## src/rtl/fwd_hazard_unit_pkg.sv

```systemverilog
// Shared pipeline constants for the forwarding / load-use hazard unit.
package fwd_hazard_unit_pkg;

   localparam int REG_W       = 5;
   localparam int DEF_DEPTH   = 2;
   localparam int DEF_NUM_SRC = 2;

   // Forwarding select encoding: 0 reads the register file, k selects stage k.
   localparam int SEL_RF = 0;

   function automatic int sel_width(input int depth);
      return $clog2(depth + 1);
   endfunction

endpackage

```

## src/rtl/fwd_hazard_unit_if.sv

```systemverilog
// ID-stage request and hazard-unit response bundle.
interface fwd_hazard_unit_if #(
   parameter int NUM_SRC = fwd_hazard_unit_pkg::DEF_NUM_SRC,
   parameter int REG_W   = fwd_hazard_unit_pkg::REG_W,
   parameter int SEL_W   = fwd_hazard_unit_pkg::sel_width(fwd_hazard_unit_pkg::DEF_DEPTH)
);

   logic                     id_valid;
   logic [NUM_SRC*REG_W-1:0] id_src;
   logic [NUM_SRC-1:0]       id_src_used;
   logic [REG_W-1:0]         id_wn;
   logic                     id_we;
   logic                     id_load;
   logic                     hold;
   logic                     flush;
   logic                     stall;
   logic [NUM_SRC*SEL_W-1:0] f_src;
   logic [15:0]              stall_cnt;

   modport master (
      output id_valid, id_src, id_src_used, id_wn, id_we, id_load, hold, flush,
      input  stall, f_src, stall_cnt
   );

   modport slave (
      input  id_valid, id_src, id_src_used, id_wn, id_we, id_load, hold, flush,
      output stall, f_src, stall_cnt
   );

endinterface

```

## src/rtl/fwd_hazard_unit_fwd_match.sv

```systemverilog
// Priority match of one EX source register against producer stages P[1..DEPTH].
module fwd_match #(
   parameter int DEPTH = fwd_hazard_unit_pkg::DEF_DEPTH,
   parameter int REG_W = fwd_hazard_unit_pkg::REG_W,
   parameter int SEL_W = fwd_hazard_unit_pkg::sel_width(fwd_hazard_unit_pkg::DEF_DEPTH)
) (
   input  logic                        en_i,
   input  logic [REG_W-1:0]            src_i,
   input  logic [DEPTH-1:0]            p_valid_i,
   input  logic [DEPTH-1:0]            p_we_i,
   input  logic [DEPTH-1:0][REG_W-1:0] p_wn_i,
   output logic [SEL_W-1:0]            sel_o
);
   import fwd_hazard_unit_pkg::*;

   logic [SEL_W-1:0] sel_s;

   // Scan farthest to nearest so the nearest matching stage overwrites the rest.
   always_comb begin
      sel_s = SEL_W'(SEL_RF);
      for (int k = DEPTH - 1; k >= 0; k--) begin
         sel_s = (en_i && p_valid_i[k] && p_we_i[k] &&
                  (p_wn_i[k] != {REG_W{1'b0}}) && (p_wn_i[k] == src_i))
                 ? SEL_W'(k + 1) : sel_s;
      end
   end

   assign sel_o = sel_s;

endmodule

```

## src/rtl/fwd_hazard_unit.sv

```systemverilog
// Tracks EX and post-EX producers; emits operand forwarding selects and load-use stall.
module fwd_hazard_unit #(
   parameter int NUM_SRC = fwd_hazard_unit_pkg::DEF_NUM_SRC,
   parameter int DEPTH   = fwd_hazard_unit_pkg::DEF_DEPTH,
   parameter int REG_W   = fwd_hazard_unit_pkg::REG_W
) (
   input logic              clk,
   input logic              rst,
   fwd_hazard_unit_if.slave bus
);
   import fwd_hazard_unit_pkg::*;

   localparam int SEL_W = $clog2(DEPTH + 1);

   logic                        ex_valid_q,    ex_valid_d;
   logic [REG_W-1:0]            ex_wn_q,       ex_wn_d;
   logic                        ex_we_q,       ex_we_d;
   logic                        ex_load_q,     ex_load_d;
   logic [NUM_SRC*REG_W-1:0]    ex_src_q,      ex_src_d;
   logic [NUM_SRC-1:0]          ex_src_used_q, ex_src_used_d;
   logic [DEPTH-1:0]            p_valid_q,     p_valid_d;
   logic [DEPTH-1:0]            p_we_q,        p_we_d;
   logic [DEPTH-1:0][REG_W-1:0] p_wn_q,        p_wn_d;
   logic [15:0]                 stall_cnt_q,   stall_cnt_d;

   logic                        advance_s;
   logic                        src_hit_s;
   logic                        stall_s;
   logic [NUM_SRC*SEL_W-1:0]    f_src_s;

   assign advance_s = !bus.hold;

   // Load-use hazard: the EX load's destination is read by the instruction in ID.
   always_comb begin
      src_hit_s = 1'b0;
      for (int i = 0; i < NUM_SRC; i++) begin
         src_hit_s = src_hit_s |
                     (bus.id_src_used[i] & (bus.id_src[i*REG_W +: REG_W] == ex_wn_q));
      end
      stall_s = bus.id_valid & ex_valid_q & ex_we_q & ex_load_q &
                (ex_wn_q != {REG_W{1'b0}}) & src_hit_s;
   end

   // Pipeline shift; a stalled or flushed slot enters EX as a bubble.
   always_comb begin
      ex_valid_d    = ex_valid_q;
      ex_wn_d       = ex_wn_q;
      ex_we_d       = ex_we_q;
      ex_load_d     = ex_load_q;
      ex_src_d      = ex_src_q;
      ex_src_used_d = ex_src_used_q;
      p_valid_d     = p_valid_q;
      p_we_d        = p_we_q;
      p_wn_d        = p_wn_q;
      if (advance_s) begin
         for (int k = DEPTH - 1; k > 0; k--) begin
            p_valid_d[k] = p_valid_q[k-1];
            p_we_d[k]    = p_we_q[k-1];
            p_wn_d[k]    = p_wn_q[k-1];
         end
         p_valid_d[0]  = ex_valid_q;
         p_we_d[0]     = ex_we_q;
         p_wn_d[0]     = ex_wn_q;
         ex_valid_d    = bus.id_valid & ~stall_s & ~bus.flush;
         ex_wn_d       = bus.id_wn;
         ex_we_d       = bus.id_we;
         ex_load_d     = bus.id_load;
         ex_src_d      = bus.id_src;
         ex_src_used_d = bus.id_src_used;
      end else begin
         ex_valid_d    = ex_valid_q & ~bus.flush;
      end
   end

   // Saturating stall-cycle counter.
   always_comb begin
      if (stall_s && advance_s && (stall_cnt_q != 16'hFFFF)) begin
         stall_cnt_d = stall_cnt_q + 16'd1;
      end else begin
         stall_cnt_d = stall_cnt_q;
      end
   end

   // State registers with synchronous active-low reset.
   always_ff @(posedge clk) begin
      if (!rst) begin
         ex_valid_q    <= 1'b0;
         ex_wn_q       <= {REG_W{1'b0}};
         ex_we_q       <= 1'b0;
         ex_load_q     <= 1'b0;
         ex_src_q      <= {(NUM_SRC*REG_W){1'b0}};
         ex_src_used_q <= {NUM_SRC{1'b0}};
         p_valid_q     <= {DEPTH{1'b0}};
         p_we_q        <= {DEPTH{1'b0}};
         p_wn_q        <= {(DEPTH*REG_W){1'b0}};
         stall_cnt_q   <= 16'd0;
      end else begin
         ex_valid_q    <= ex_valid_d;
         ex_wn_q       <= ex_wn_d;
         ex_we_q       <= ex_we_d;
         ex_load_q     <= ex_load_d;
         ex_src_q      <= ex_src_d;
         ex_src_used_q <= ex_src_used_d;
         p_valid_q     <= p_valid_d;
         p_we_q        <= p_we_d;
         p_wn_q        <= p_wn_d;
         stall_cnt_q   <= stall_cnt_d;
      end
   end

   for (genvar g = 0; g < NUM_SRC; g++) begin : g_match
      fwd_match #(
         .DEPTH (DEPTH),
         .REG_W (REG_W),
         .SEL_W (SEL_W)
      ) u_match (
         .en_i      (ex_valid_q & ex_src_used_q[g]),
         .src_i     (ex_src_q[g*REG_W +: REG_W]),
         .p_valid_i (p_valid_q),
         .p_we_i    (p_we_q),
         .p_wn_i    (p_wn_q),
         .sel_o     (f_src_s[g*SEL_W +: SEL_W])
      );
   end

   assign bus.stall     = stall_s;
   assign bus.f_src     = f_src_s;
   assign bus.stall_cnt = stall_cnt_q;

endmodule

```

## src/flat_wrapper.sv

```systemverilog
// flat-port wrapper written by rule: the top's interface ports become plain ports
module fwd_hazard_unit_flat import fwd_hazard_unit_pkg::*;
#(
   parameter int NUM_SRC = fwd_hazard_unit_pkg::DEF_NUM_SRC,
   parameter int DEPTH   = fwd_hazard_unit_pkg::DEF_DEPTH,
   parameter int REG_W   = fwd_hazard_unit_pkg::REG_W
)
  (clk, rst, bus_id_valid, bus_id_src, bus_id_src_used, bus_id_wn, bus_id_we, bus_id_load, bus_hold, bus_flush, bus_stall, bus_f_src, bus_stall_cnt);
  fwd_hazard_unit_if #(.NUM_SRC(NUM_SRC), .REG_W(REG_W), .SEL_W(2)) bus_i ();
  input logic clk;
  input logic rst;
  input wire logic [$bits(bus_i.id_valid)-1:0] bus_id_valid;
  input wire logic [$bits(bus_i.id_src)-1:0] bus_id_src;
  input wire logic [$bits(bus_i.id_src_used)-1:0] bus_id_src_used;
  input wire logic [$bits(bus_i.id_wn)-1:0] bus_id_wn;
  input wire logic [$bits(bus_i.id_we)-1:0] bus_id_we;
  input wire logic [$bits(bus_i.id_load)-1:0] bus_id_load;
  input wire logic [$bits(bus_i.hold)-1:0] bus_hold;
  input wire logic [$bits(bus_i.flush)-1:0] bus_flush;
  output wire logic [$bits(bus_i.stall)-1:0] bus_stall;
  output wire logic [$bits(bus_i.f_src)-1:0] bus_f_src;
  output wire logic [$bits(bus_i.stall_cnt)-1:0] bus_stall_cnt;
  assign bus_i.id_valid = bus_id_valid;
  assign bus_i.id_src = bus_id_src;
  assign bus_i.id_src_used = bus_id_src_used;
  assign bus_i.id_wn = bus_id_wn;
  assign bus_i.id_we = bus_id_we;
  assign bus_i.id_load = bus_id_load;
  assign bus_i.hold = bus_hold;
  assign bus_i.flush = bus_flush;
  assign bus_stall = bus_i.stall;
  assign bus_f_src = bus_i.f_src;
  assign bus_stall_cnt = bus_i.stall_cnt;
  fwd_hazard_unit #(.NUM_SRC(NUM_SRC), .DEPTH(DEPTH), .REG_W(REG_W)) u_core (.clk(clk), .rst(rst), .bus(bus_i));
endmodule
```

## config.mk

```make
export PLATFORM = sky130hd
export DESIGN_NAME = fwd_hazard_unit_flat
export DESIGN_NICKNAME = d
export VERILOG_FILES = /design/src/rtl/fwd_hazard_unit_pkg.sv /design/src/rtl/fwd_hazard_unit_if.sv /design/src/rtl/fwd_hazard_unit_fwd_match.sv /design/src/rtl/fwd_hazard_unit.sv /design/src/flat_wrapper.sv
export SDC_FILE = /design/constraint.sdc
export NUM_CORES = 1
export LEC_CHECK = 0
export BUFFER_PORTS_ARGS = -buffer_cell sky130_fd_sc_hd__clkbuf_2
export CAP_MARGIN = 20
export CORE_MARGIN = 1
export CORE_UTILIZATION = 35
export CTS_CLUSTER_DIAMETER = 80
export DETAILED_ROUTE_END_ITERATION = 10
export GPL_TIMING_DRIVEN = 0
export HOLD_SLACK_MARGIN = 0.05
export SLEW_MARGIN = 20
export SYNTH_ARGS = -nofsm -noshare
export SYNTH_HDL_FRONTEND = slang
export SYNTH_HIERARCHICAL = 1
export SYNTH_SLANG_ARGS = --single-unit
```

## constraint.sdc

```tcl
create_clock -name clk -period 5.1 [get_ports clk]
set_input_delay 0 -clock clk [delete_from_list [all_inputs] [get_ports clk]]
set_output_delay 0 -clock clk [all_outputs]
set_load 0.01 [all_outputs]
```

==> results of run 1 <==
-- final timing paths --
kind / slack [ns] / cells past startpoint / to / from
setup / recovery: 2.93 / 7 / u_core/bus.stall_cnt[1] / u_core/bus.stall_cnt[3]
hold / removal: 0.1 / 3 / u_core/ex_valid_q / bus_id_valid
setup reg to reg: 2.93 / 7 / u_core/bus.stall_cnt[1] / u_core/bus.stall_cnt[3]
hold reg to reg: 0.46 / 2 / u_core/ex_src_used_q[1] / u_core/ex_src_used_q[1]
-- critical path: stages (launching register included) --
cell and delay (ns):
sky130_fd_sc_hd__dfxtp_1 0.42, sky130_fd_sc_hd__nand3_1 0.25, sky130_fd_sc_hd__or4_1 0.66, sky130_fd_sc_hd__nand2_1 0.14, sky130_fd_sc_hd__buf_4 0.17, sky130_fd_sc_hd__buf_4 0.19, sky130_fd_sc_hd__o21ai_0 0.11, sky130_fd_sc_hd__a21oi_1 0.16
-- synthesized netlist by cell type, types with 3 or more instances --
master | n | area (um^2)
sky130_fd_sc_hd__a21oi_1 | 17 | 85.1
sky130_fd_sc_hd__and2_1 | 3 | 18.8
sky130_fd_sc_hd__clkbuf_1 | 8 | 30.0
sky130_fd_sc_hd__dfxtp_1 | 50 | 1000
sky130_fd_sc_hd__inv_1 | 3 | 11.3
sky130_fd_sc_hd__mux2i_1 | 33 | 330
sky130_fd_sc_hd__nand2_1 | 10 | 37.5
sky130_fd_sc_hd__nand3_1 | 6 | 30.0
sky130_fd_sc_hd__nand4_1 | 17 | 106
sky130_fd_sc_hd__nor2_1 | 40 | 150
sky130_fd_sc_hd__nor3_1 | 5 | 25.0
sky130_fd_sc_hd__o21ai_0 | 6 | 30.0
sky130_fd_sc_hd__o31ai_1 | 8 | 60.1
sky130_fd_sc_hd__or3_1 | 7 | 43.8
sky130_fd_sc_hd__or4_1 | 12 | 90.1
sky130_fd_sc_hd__xnor2_1 | 29 | 254
-- registers in the layout, indices dropped and copies added (netlist names) --
name                  flops
u_core/ex_valid_q         1
u_core/ex_src_q          10
u_core/ex_wn_q            5
u_core/p_wn_q            10
u_core/ex_src_used_q      2
u_core/ex_load_q          1
u_core/ex_we_q            1
u_core/p_valid_q          2
u_core/bus.stall_cnt     16
u_core/p_we_q             2
-- final cells by class --
| cell class | instances | area [um^2] |
|---|---|---|
| Buffer | 14 | 68.8 |
| Clock buffer | 7 | 76.3 |
| Clock inverter | 1 | 30.0 |
| Fill cell | 685 | 3680 |
| Inverter | 3 | 11.3 |
| Multi-Input combinational cell | 210 | 1420 |
| Sequential cell | 50 | 1000 |
| Tap cell | 96 | 120 |
| Timing Repair Buffer | 64 | 425 |
-- stage by stage --
step	cells	instance area, um^2
CTS	445	3150
floorplan	277	2500
global route	445	3150
finish	445	3150
global placement	416	2830
detailed placement	416	2830
-- power by group through the flow --
stage          combinational, mW  clock [mW]  sequential, mW
5_1_grt                    0.102       0.302           0.420
3_3_place_gp              0.0789           0           0.428
4_1_cts                   0.0935       0.285           0.418
6_report                  0.0930       0.277           0.418
2_1_floorplan             0.0579           0           0.422
3_5_place_dp              0.0803           0           0.428
-- logic make-up (layout without fill, tap and decap cells) --
| logic type | Yosys count | in the layout |
|---|---|---|
| and+or+nand+nor | 109 | 109 |
| DFF | 50 | 50 |
| AOI/OAI and AO/OA | 37 | 37 |
| muxes | 33 | 33 |
| xor gates and xnor gates | 30 | 30 |
| buffers and inverters | 17 | 89 |
| adders and majority gates | 1 | 1 |
-- per-layer routing --
metal  up-vias  wire [um]  GRT usage [%]
met2        52       3000           29.0
met4         0         73           5.15
met5         -          0              0
met3         8        254           3.43
met1      1075       3010           23.9
li1       1142          -              -
-- cell usage in the layout, fill, tap and decap left out, drive strengths merged, types with 3 or more instances in the layout --
cell,instances
mux2i,33
nor3,5
nor2,40
or4,12
dfxtp,50
o31ai,8
buf,6
a21oi,17
nand2,10
or3,7
xnor2,29
inv,3
nand4,17
and2,3
o21ai,6
dlygate4sd3,21
clkbuf,58
nand3,6
-- repair_timing --
item	in CTS	in global routing
hold buffers	21	0
gates resized for setup	0	0
endpoints found under the hold margin	21	0
==> implementation parameters, run 1 <==
Parameter                              Value

Synthesis
  Number of flip-flops and latches in the synthesized netlist ... 50
  Net count after synthesis ... 302
  Arithmetic-cell share of the synthesized area counting full adders, half adders and majority gates ... 0.501%
  Area of the mapped netlist ... 2500 um^2
  Number of enable flip-flop cells after synthesis ... 0
  Xor and xnor fraction of the mapped netlist area ... 10.5%
  Cell count after synthesis ... 277
  Share of synthesized area occupied by flip-flops and latches ... 40.1%
  Number of different library cells in the post-synthesis netlist ... 33
  Mean cell area of the mapped netlist ... 9.02 um^2
  Fraction of registers with async set/reset ... 0%
  Post-synthesis simple-gate area fraction ... 22.8%
  Prevailing post-synth register cell ... sky130_fd_sc_hd__dfxtp_1
  Post-synthesis compound-gate area fraction ... 9.67%
  Main combinational cell family by area after synthesis ... simple AND/OR/NAND/NOR gates
  Post-synthesis mux area share ... 13.2%
  Synthesis warning total ... 6

CTS
  Clock Root Buffer ... sky130_fd_sc_hd__clkbuf_8
  Post-CTS setup repair buffer count ... 0
  Number of levels the H-tree was split into ... 2
  Inserted Clock Buffers ... 5
  Number of clock sinks seen by CTS ... 50
  Clock transition time at the flip-flop clock pins of the worst setup and hold paths ... 0.09 ns
  Source-to-sink clock delay at the later pin of the worst-skew pair ... 0.30 ns
  Clock tree from TritonCTS ... done
  Clock buffer depth ... 2

Critical path
  Nature of the critical path endpoint ... register
  Critical path launch point type ... register
  Crit path required time ... 5.34 ns
  Maximum fanout along the worst path ... 10
  Worst Path Arrival ... 2.40 ns
  Kind of critical path ... reg -> reg

Power
  Total power ... 788 uW
  Leak Pwr ... 1.18 nW
  Logic gate share of total power ... 11.8%
  Net Sw Frac ... 24.0%
  Fraction of power consumed by the clock network ... 35.1%
  Int Power ... 599 uW
  Maximum VDD drop ... 0.000109 V
  Pwr Density ... 250 nW/um^2
  Net switching power figure ... 189 uW
  Fraction of power consumed by sequential logic ... 53.1%

Routing
  Routed vias ... 2,277
  Per-cell via count in the routed design ... 5.12
  Final routed wire length divided by cell count ... 14.2 um
  Length of the first detailed-routing pass in iterations ... 5
  Detail Route Antenna Nets ... 0
  DRC Markers ... 0
  Total wire length after detailed routing ... 6340 um
  DR iter-0 viols ... 129

Timing
  Highest attainable clock frequency ... 0.461 GHz
  Max-slew headroom at the worst pin ... 49.8%
  Worst-case hold slack ... 0.0977 ns
  Final cycle utilization of the critical path ... 42.5%
  Setup TNS Final ... 0 ns
  Actual slew at the worst max-slew pin ... 0.753 ns
  Slew Limit Fails ... 0
  Final worst setup slack ... 2.93 ns
  Post-route clock skew ... 0.0100 ns
  Final Hold Violating Endpoints ... 0
  Minimum period implied by the final worst setup slack ... 2.17 ns
  RSZ-0062 raised after global routing ... no
  Setup-violating endpoint count in the final report ... 0

Floorplanning
  Core area ... 6830 um^2
  Std cell rows ... 30
  Die outline area ... 7480 um^2
  Starting density of the core ... 36.6%
  I/O pin total ... 45
  X dimension of the die ... 86.5 um
  Height of the die ... 86.5 um

GRT
  Global-route usage over all layers ... 17.8%
  Global route overflow ... 0
  Via count of the first global-routing pass ... 2,062
  Wire length of the first global-routing pass ... 10,400 um
  Pin count of the biggest net entering global routing ... 15
  Antenna violations before repair ... 0

Outcome
  Outcome ... complete, no violations

Placement
  Half-perimeter wire length after detailed placement ... 4680 um
  RePlAce Congestion ... 0.809
  Pre-CTS worst setup slack ... 2.97 ns
  # port buffers ... 43

Final layout
  Number of nets in the layout ... 373
  Area delta synth->final ... 26.1%
  ANT cells ... 0
  Fraction of layout instances using a drive strength above 1 ... 16.3%
  Fin util ... 46.1%

Job
  Number of maximum-capacitance violations ... 0

Min path
  Min-delay worst type ... in -> reg
No activity file was read; power rests on OpenSTA's default activity.
==> inputs of run 2 (changes only) <==
Clock period 5.1 ns to 1.95 ns, I/O delays scaled along.
==> implementation parameters, run 2 (synthesis results as in run 1) <==
Parameter                              Value

Final layout
  Total area of sequential cells ... 1030 um^2
  Number of nets in the layout ... 377
  Most used cells in the layout excluding fill and tap cells ... sky130_fd_sc_hd__clkbuf_2, sky130_fd_sc_hd__nor2_1, sky130_fd_sc_hd__dfxtp_1
  Number of flip-flops in the largest register ... 16
  ANT cells ... 0
  Post-layout instance area ... 3370 um^2
  Final non-filler cell total ... 449
  Area delta synth->final ... 35.0%
  Most common cell after layout, fill and taps aside ... sky130_fd_sc_hd__clkbuf_2
  Fraction of layout instances using a drive strength above 1 ... 28.9%
  Multi-input combinational cell area ... 1550 um^2
  Filler Cell Count ... 659

Timing
  Worst-case hold slack ... 0.0973 ns
  Post-route clock skew ... 0.00974 ns
  RSZ-0062 raised after global routing ... yes
  Actual slew at the worst max-slew pin ... 0.760 ns
  Final Hold Violating Endpoints ... 0
  Final worst setup slack ... -0.0358 ns
  Final cycle utilization of the critical path ... 102%
  Highest attainable clock frequency ... 0.504 GHz
  Slew Limit Fails ... 0
  Setup-violating endpoint count in the final report ... 8
  Minimum period implied by the final worst setup slack ... 1.99 ns
  Max-slew headroom at the worst pin ... 49.3%

Placement
  Half-perimeter wire length after detailed placement ... 4680 um
  # port buffers ... 43
  RePlAce Congestion ... 0.809
  Cell area after placement ... 2830 um^2
  Cell count after placement ... 416
  Pre-CTS worst setup slack ... -0.176 ns

Critical path
  Critical path launch point type ... register
  Worst Path Arrival ... 2.22 ns
  Capture point of the worst reg-to-reg path ... u_core/bus.stall_cnt[8]
  Critical path origin ... u_core/ex_wn_q[4]
  Register-to-Register Setup Slack ... -0.04 ns
  Delay of the slowest cell on the worst path ... 0.51 ns
  Sequence of cells on the critical path ... xnor2_2 > nand4_1 > o32a_1 > buf_6 > or4_4 > a21oi_2
  Nature of the critical path endpoint ... register
  Length in cells of the worst reg-to-reg path ... 6
  Slowest stage cell, crit path ... sky130_fd_sc_hd__or4_4
  Maximum fanout along the worst path ... 5
  Startpoint of the worst register-to-register path ... u_core/ex_wn_q[4]
  Crit path required time ... 2.18 ns
  Destination of the critical timing path ... u_core/bus.stall_cnt[8]
  Kind of critical path ... reg -> reg

Routing
  DRC Markers ... 0
  Length of the first detailed-routing pass in iterations ... 4
  Detail Route Antenna Nets ... 0
  DR iter-0 viols ... 109
  Per-cell via count in the routed design ... 5.07
  Final routed wire length divided by cell count ... 14.4 um
  Routed vias ... 2,278
  Total wire length after detailed routing ... 6470 um

GRT
  Wire length of the first global-routing pass ... 10,500 um
  Global-route usage over all layers ... 18.0%
  Antenna violations before repair ... 0
  Pin count of the biggest net entering global routing ... 15
  Global route overflow ... 0
  Via count of the first global-routing pass ... 2,097

Power
  Pwr Density ... 614 nW/um^2
  Leak Pwr ... 1.25 nW
  Total power ... 2.07 mW
  Maximum VDD drop ... 0.000287 V

CTS
  Clock buffer depth ... 2
  Clock transition time at the flip-flop clock pins of the worst setup and hold paths ... 0.09 ns
  Clock Root Buffer ... sky130_fd_sc_hd__clkbuf_8
  Clock tree from TritonCTS ... done
  Number of clock sinks seen by CTS ... 50
  Inserted Clock Buffers ... 5
  Number of levels the H-tree was split into ... 2
  Source-to-sink clock delay at the later pin of the worst-skew pair ... 0.30 ns

Floorplanning
  I/O pin total ... 45
  Height of the die ... 86.5 um
  Std cell rows ... 30
  X dimension of the die ... 86.5 um
  Starting density of the core ... 36.6%
  Core area ... 6830 um^2
  Die outline area ... 7480 um^2

Outcome
  Outcome ... complete, but fails checks
  Violations in the final reports ... negative setup slack

Min path
  Min-delay worst type ... in -> reg

Job
  Number of maximum-capacitance violations ... 0
[run 2: critical path, delay by kind of cell (launching register included)]
| family | cells | cell delay [ns] |
|---|---|---|
| XOR/XNOR | 1 | 0.12 |
| flip-flops | 1 | 0.40 |
| AO/OA/AOI/OAI | 2 | 0.59 |
| AND/OR/NAND/NOR | 2 | 0.66 |
| buffers and inverters | 1 | 0.17 |
[run 2: repair_timing]
| action | 4_1_cts | 5_1_grt |
|---|---|---|
| hold endpoints to repair | 21 | 0 |
| setup endpoints to repair | 16 | 14 |
| pin swaps | 2 | 17 |
| gates resized for setup | 18 | 42 |
| setup buffers | 3 | 2 |
| hold buffers | 21 | 0 |
| cloned | 0 | 1 |
[run 2: final cells by class]
type | count | area share (%)
Timing Repair Buffer | 68 | 13.8
Clock inverter | 1 | 0.891
Tap cell | 96 | 3.56
Buffer | 14 | 2.56
Sequential cell | 50 | 30.6
Inverter | 3 | 0.334
Clock buffer | 7 | 2.26
Multi-Input combinational cell | 210 | 46.0
[run 2: power breakdown]
group	total (mW)	internal (mW)	switching, mW
clock network	0.724	0.385	0.339
logic	0.253	0.137	0.116
registers	1.09	1.05	0.0443
[run 2: stage by stage]
stage               util, %  setup TNS, ns
finish                 49.3         -0.146
global route           49.3         -0.857
CTS                    47.1              0
detailed placement     41.5          -2.11
global placement       41.5          -1.99
floorplan                 -              0
[run 2: how the worst min path moves through the flow]
stage	from	slack [ns]	cells after the start	endpoint
after floorplan	bus_flush	0.12	1	u_core/ex_valid_q
after global placement	bus_flush	0.22	2	u_core/ex_valid_q
after detailed placement	bus_flush	0.23	2	u_core/ex_valid_q
after CTS	bus_id_valid	0.09	3	u_core/ex_valid_q
after global routing	bus_id_valid	0.1	3	u_core/ex_valid_q
final	bus_id_valid	0.1	3	u_core/ex_valid_q
[run 2: metal layers]
| layer | up-vias | wire, um | track usage (%) | share of wire [%] |
|---|---|---|---|---|
| met5 | - | 0 | 0 | 0 |
| met4 | 0 | 80 | 5.15 | 1.2 |
| met3 | 8 | 221 | 3.43 | 3.4 |
| met2 | 43 | 3010 | 29.4 | 46 |
| met1 | 1075 | 3160 | 24.2 | 49 |
| li1 | 1152 | - | - | - |
==> inputs of run 3 (changes only) <==
Settings changed: CTS_BUF_LIST set to sky130_fd_sc_hd__clkbuf_4 sky130_fd_sc_hd__clkbuf_8.
==> implementation parameters, run 3 (synthesis results as in run 1) <==
Parameter                              Value

Power
  Pwr Density ... 621 nW/um^2
  Int Power ... 1.60 mW
  Maximum VDD drop ... 0.000287 V
  Fraction of power consumed by sequential logic ... 52.1%
  Logic gate share of total power ... 12.1%
  Net switching power figure ... 500 uW
  Leak Pwr ... 1.25 nW
  Fraction of power consumed by the clock network ... 35.9%
  Net Sw Frac ... 23.8%

Final layout
  Filler Cell Count ... 657
  Fraction of layout instances using a drive strength above 1 ... 29.5%
  ANT cells ... 0
  Most used cells in the layout excluding fill and tap cells ... sky130_fd_sc_hd__clkbuf_2, sky130_fd_sc_hd__nor2_1, sky130_fd_sc_hd__dfxtp_1
  Area delta synth->final ... 35.3%
  Number of flip-flops in the largest register ... 16
  Number of nets in the layout ... 377
  Final non-filler cell total ... 449
  Most common cell after layout, fill and taps aside ... sky130_fd_sc_hd__clkbuf_2

Timing
  Highest attainable clock frequency ... 0.504 GHz
  Final worst setup slack ... -0.0355 ns
  Actual slew at the worst max-slew pin ... 0.764 ns
  Final cycle utilization of the critical path ... 102%
  RSZ-0062 raised after global routing ... yes
  Setup-violating endpoint count in the final report ... 8
  Worst-case hold slack ... 0.0973 ns
  Minimum period implied by the final worst setup slack ... 1.99 ns
  Final Hold Violating Endpoints ... 0
  Slew Limit Fails ... 0
  Max-slew headroom at the worst pin ... 49.1%
  Post-route clock skew ... 0.00966 ns

Routing
  Final routed wire length divided by cell count ... 14.4 um
  Total wire length after detailed routing ... 6470 um
  Routed vias ... 2,281
  Length of the first detailed-routing pass in iterations ... 4
  Detail Route Antenna Nets ... 0
  Per-cell via count in the routed design ... 5.08
  DRC Markers ... 0
  DR iter-0 viols ... 120

CTS
  Clock tree from TritonCTS ... done
  Clock Root Buffer ... sky130_fd_sc_hd__clkbuf_8
  Clock buffer depth ... 2
  Number of clock sinks seen by CTS ... 50
  Clock transition time at the flip-flop clock pins of the worst setup and hold paths ... 0.09 ns
  Number of levels the H-tree was split into ... 2
  Source-to-sink clock delay at the later pin of the worst-skew pair ... 0.30 ns
  Inserted Clock Buffers ... 5

Floorplanning
  I/O pin total ... 45
  Std cell rows ... 30
  Die outline area ... 7480 um^2
  Height of the die ... 86.5 um
  Core area ... 6830 um^2
  X dimension of the die ... 86.5 um
  Starting density of the core ... 36.6%

GRT
  Pin count of the biggest net entering global routing ... 15
  Global route overflow ... 0
  Wire length of the first global-routing pass ... 10,500 um
  Antenna violations before repair ... 0
  Global-route usage over all layers ... 18.0%
  Via count of the first global-routing pass ... 2,097

Min path
  Min-delay worst type ... in -> reg

Critical path
  Nature of the critical path endpoint ... register
  Sequence of cells on the critical path ... xnor2_2 > nand4_1 > o32a_1 > buf_6 > or4_4 > a21oi_2
  Maximum fanout along the worst path ... 5
  Critical path launch point type ... register
  Crit path required time ... 2.18 ns
  Count of buffering cells on the critical path with inverters included ... 1
  Kind of critical path ... reg -> reg
  Delay of the slowest cell on the worst path ... 0.51 ns
  Top Family by Delay on Critical Path ... simple AND/OR/NAND/NOR gates
  Worst Path Arrival ... 2.22 ns
  Slowest stage cell, crit path ... sky130_fd_sc_hd__or4_4

Outcome
  Violations in the final reports ... negative setup slack
  Outcome ... complete, but fails checks

Job
  Number of maximum-capacitance violations ... 0

Placement
  # port buffers ... 43
  RePlAce Congestion ... 0.809
  Half-perimeter wire length after detailed placement ... 4680 um
  Cell count after placement ... 416
run 3: cell counts in the layout (fill, tap and decap cells not counted):
No cell type changed its count.
run 3: through the flow:
step                utilization (%)  setup slack, ns  area (um^2)  TNS (ns)  power, mW
finish                         49.5          -0.0355         3380    -0.145       2.10
global route                   49.5           -0.122         3380    -0.856       2.19
CTS                            47.2          0.00251         3220         0       2.11
detailed placement             41.5           -0.176         2830     -2.11       1.33
global placement               41.5           -0.172         2830     -1.99       1.32
floorplan                         -           0.0834         2500         0       1.26
run 3: area by class of cell:
class / instances / area [um^2] / share of cell area [%]
clock buffers: 7 / 83.8 / 2.48
well taps: 96 / 120 / 3.56
inverters: 3 / 11.3 / 0.333
plain buffers: 14 / 86.3 / 2.56
flip-flops and latches: 50 / 1030 / 30.5
multi-input cells: 210 / 1550 / 45.9
repair buffers: 68 / 464 / 13.7
clock inverters: 1 / 30.0 / 0.889
run 3: tightest hold or removal path: stages:
cell and delay [ns]:
sky130_fd_sc_hd__clkbuf_2 0.09, sky130_fd_sc_hd__or4b_2 0.19, sky130_fd_sc_hd__o32ai_1 0.07
run 3: worst paths after layout:
| check | start | endpoint | slack (ns) | depth (start not counted) |
|---|---|---|---|---|
| min reg2reg | u_core/ex_src_used_q[1] | u_core/ex_src_used_q[1] | 0.46 | 2 |
| max reg2reg | u_core/ex_wn_q[4] | u_core/bus.stall_cnt[8] | -0.04 | 6 |
| max | u_core/ex_wn_q[4] | u_core/bus.stall_cnt[8] | -0.04 | 6 |
| min | bus_id_valid | u_core/ex_valid_q | 0.1 | 3 |
run 3: layer usage:
layer | part of all wire (%) | GRT usage (%) | up-vias
li1 | - | - | 1152
met2 | 46 | 29.4 | 43
met3 | 3.4 | 3.43 | 8
met4 | 1.2 | 5.15 | 0
met1 | 49 | 24.2 | 1078
met5 | 0 | 0 | -
run 3: power by group through the flow:
stage	clock network (mW)	registers, mW	logic [mW]
after global placement	0	1.12	0.206
after CTS	0.774	1.09	0.246
after floorplan	0	1.10	0.151
final	0.752	1.09	0.253
after global routing	0.819	1.10	0.278
after detailed placement	0	1.12	0.210
run 3: repair_timing:
action	in CTS	in global routing
endpoints found under the hold margin	21	0
gates resized for setup	18	42
hold buffers	21	0
endpoints found under the setup margin	16	14
buffers inserted	3	2
pin swaps	2	17
cloned	0	1
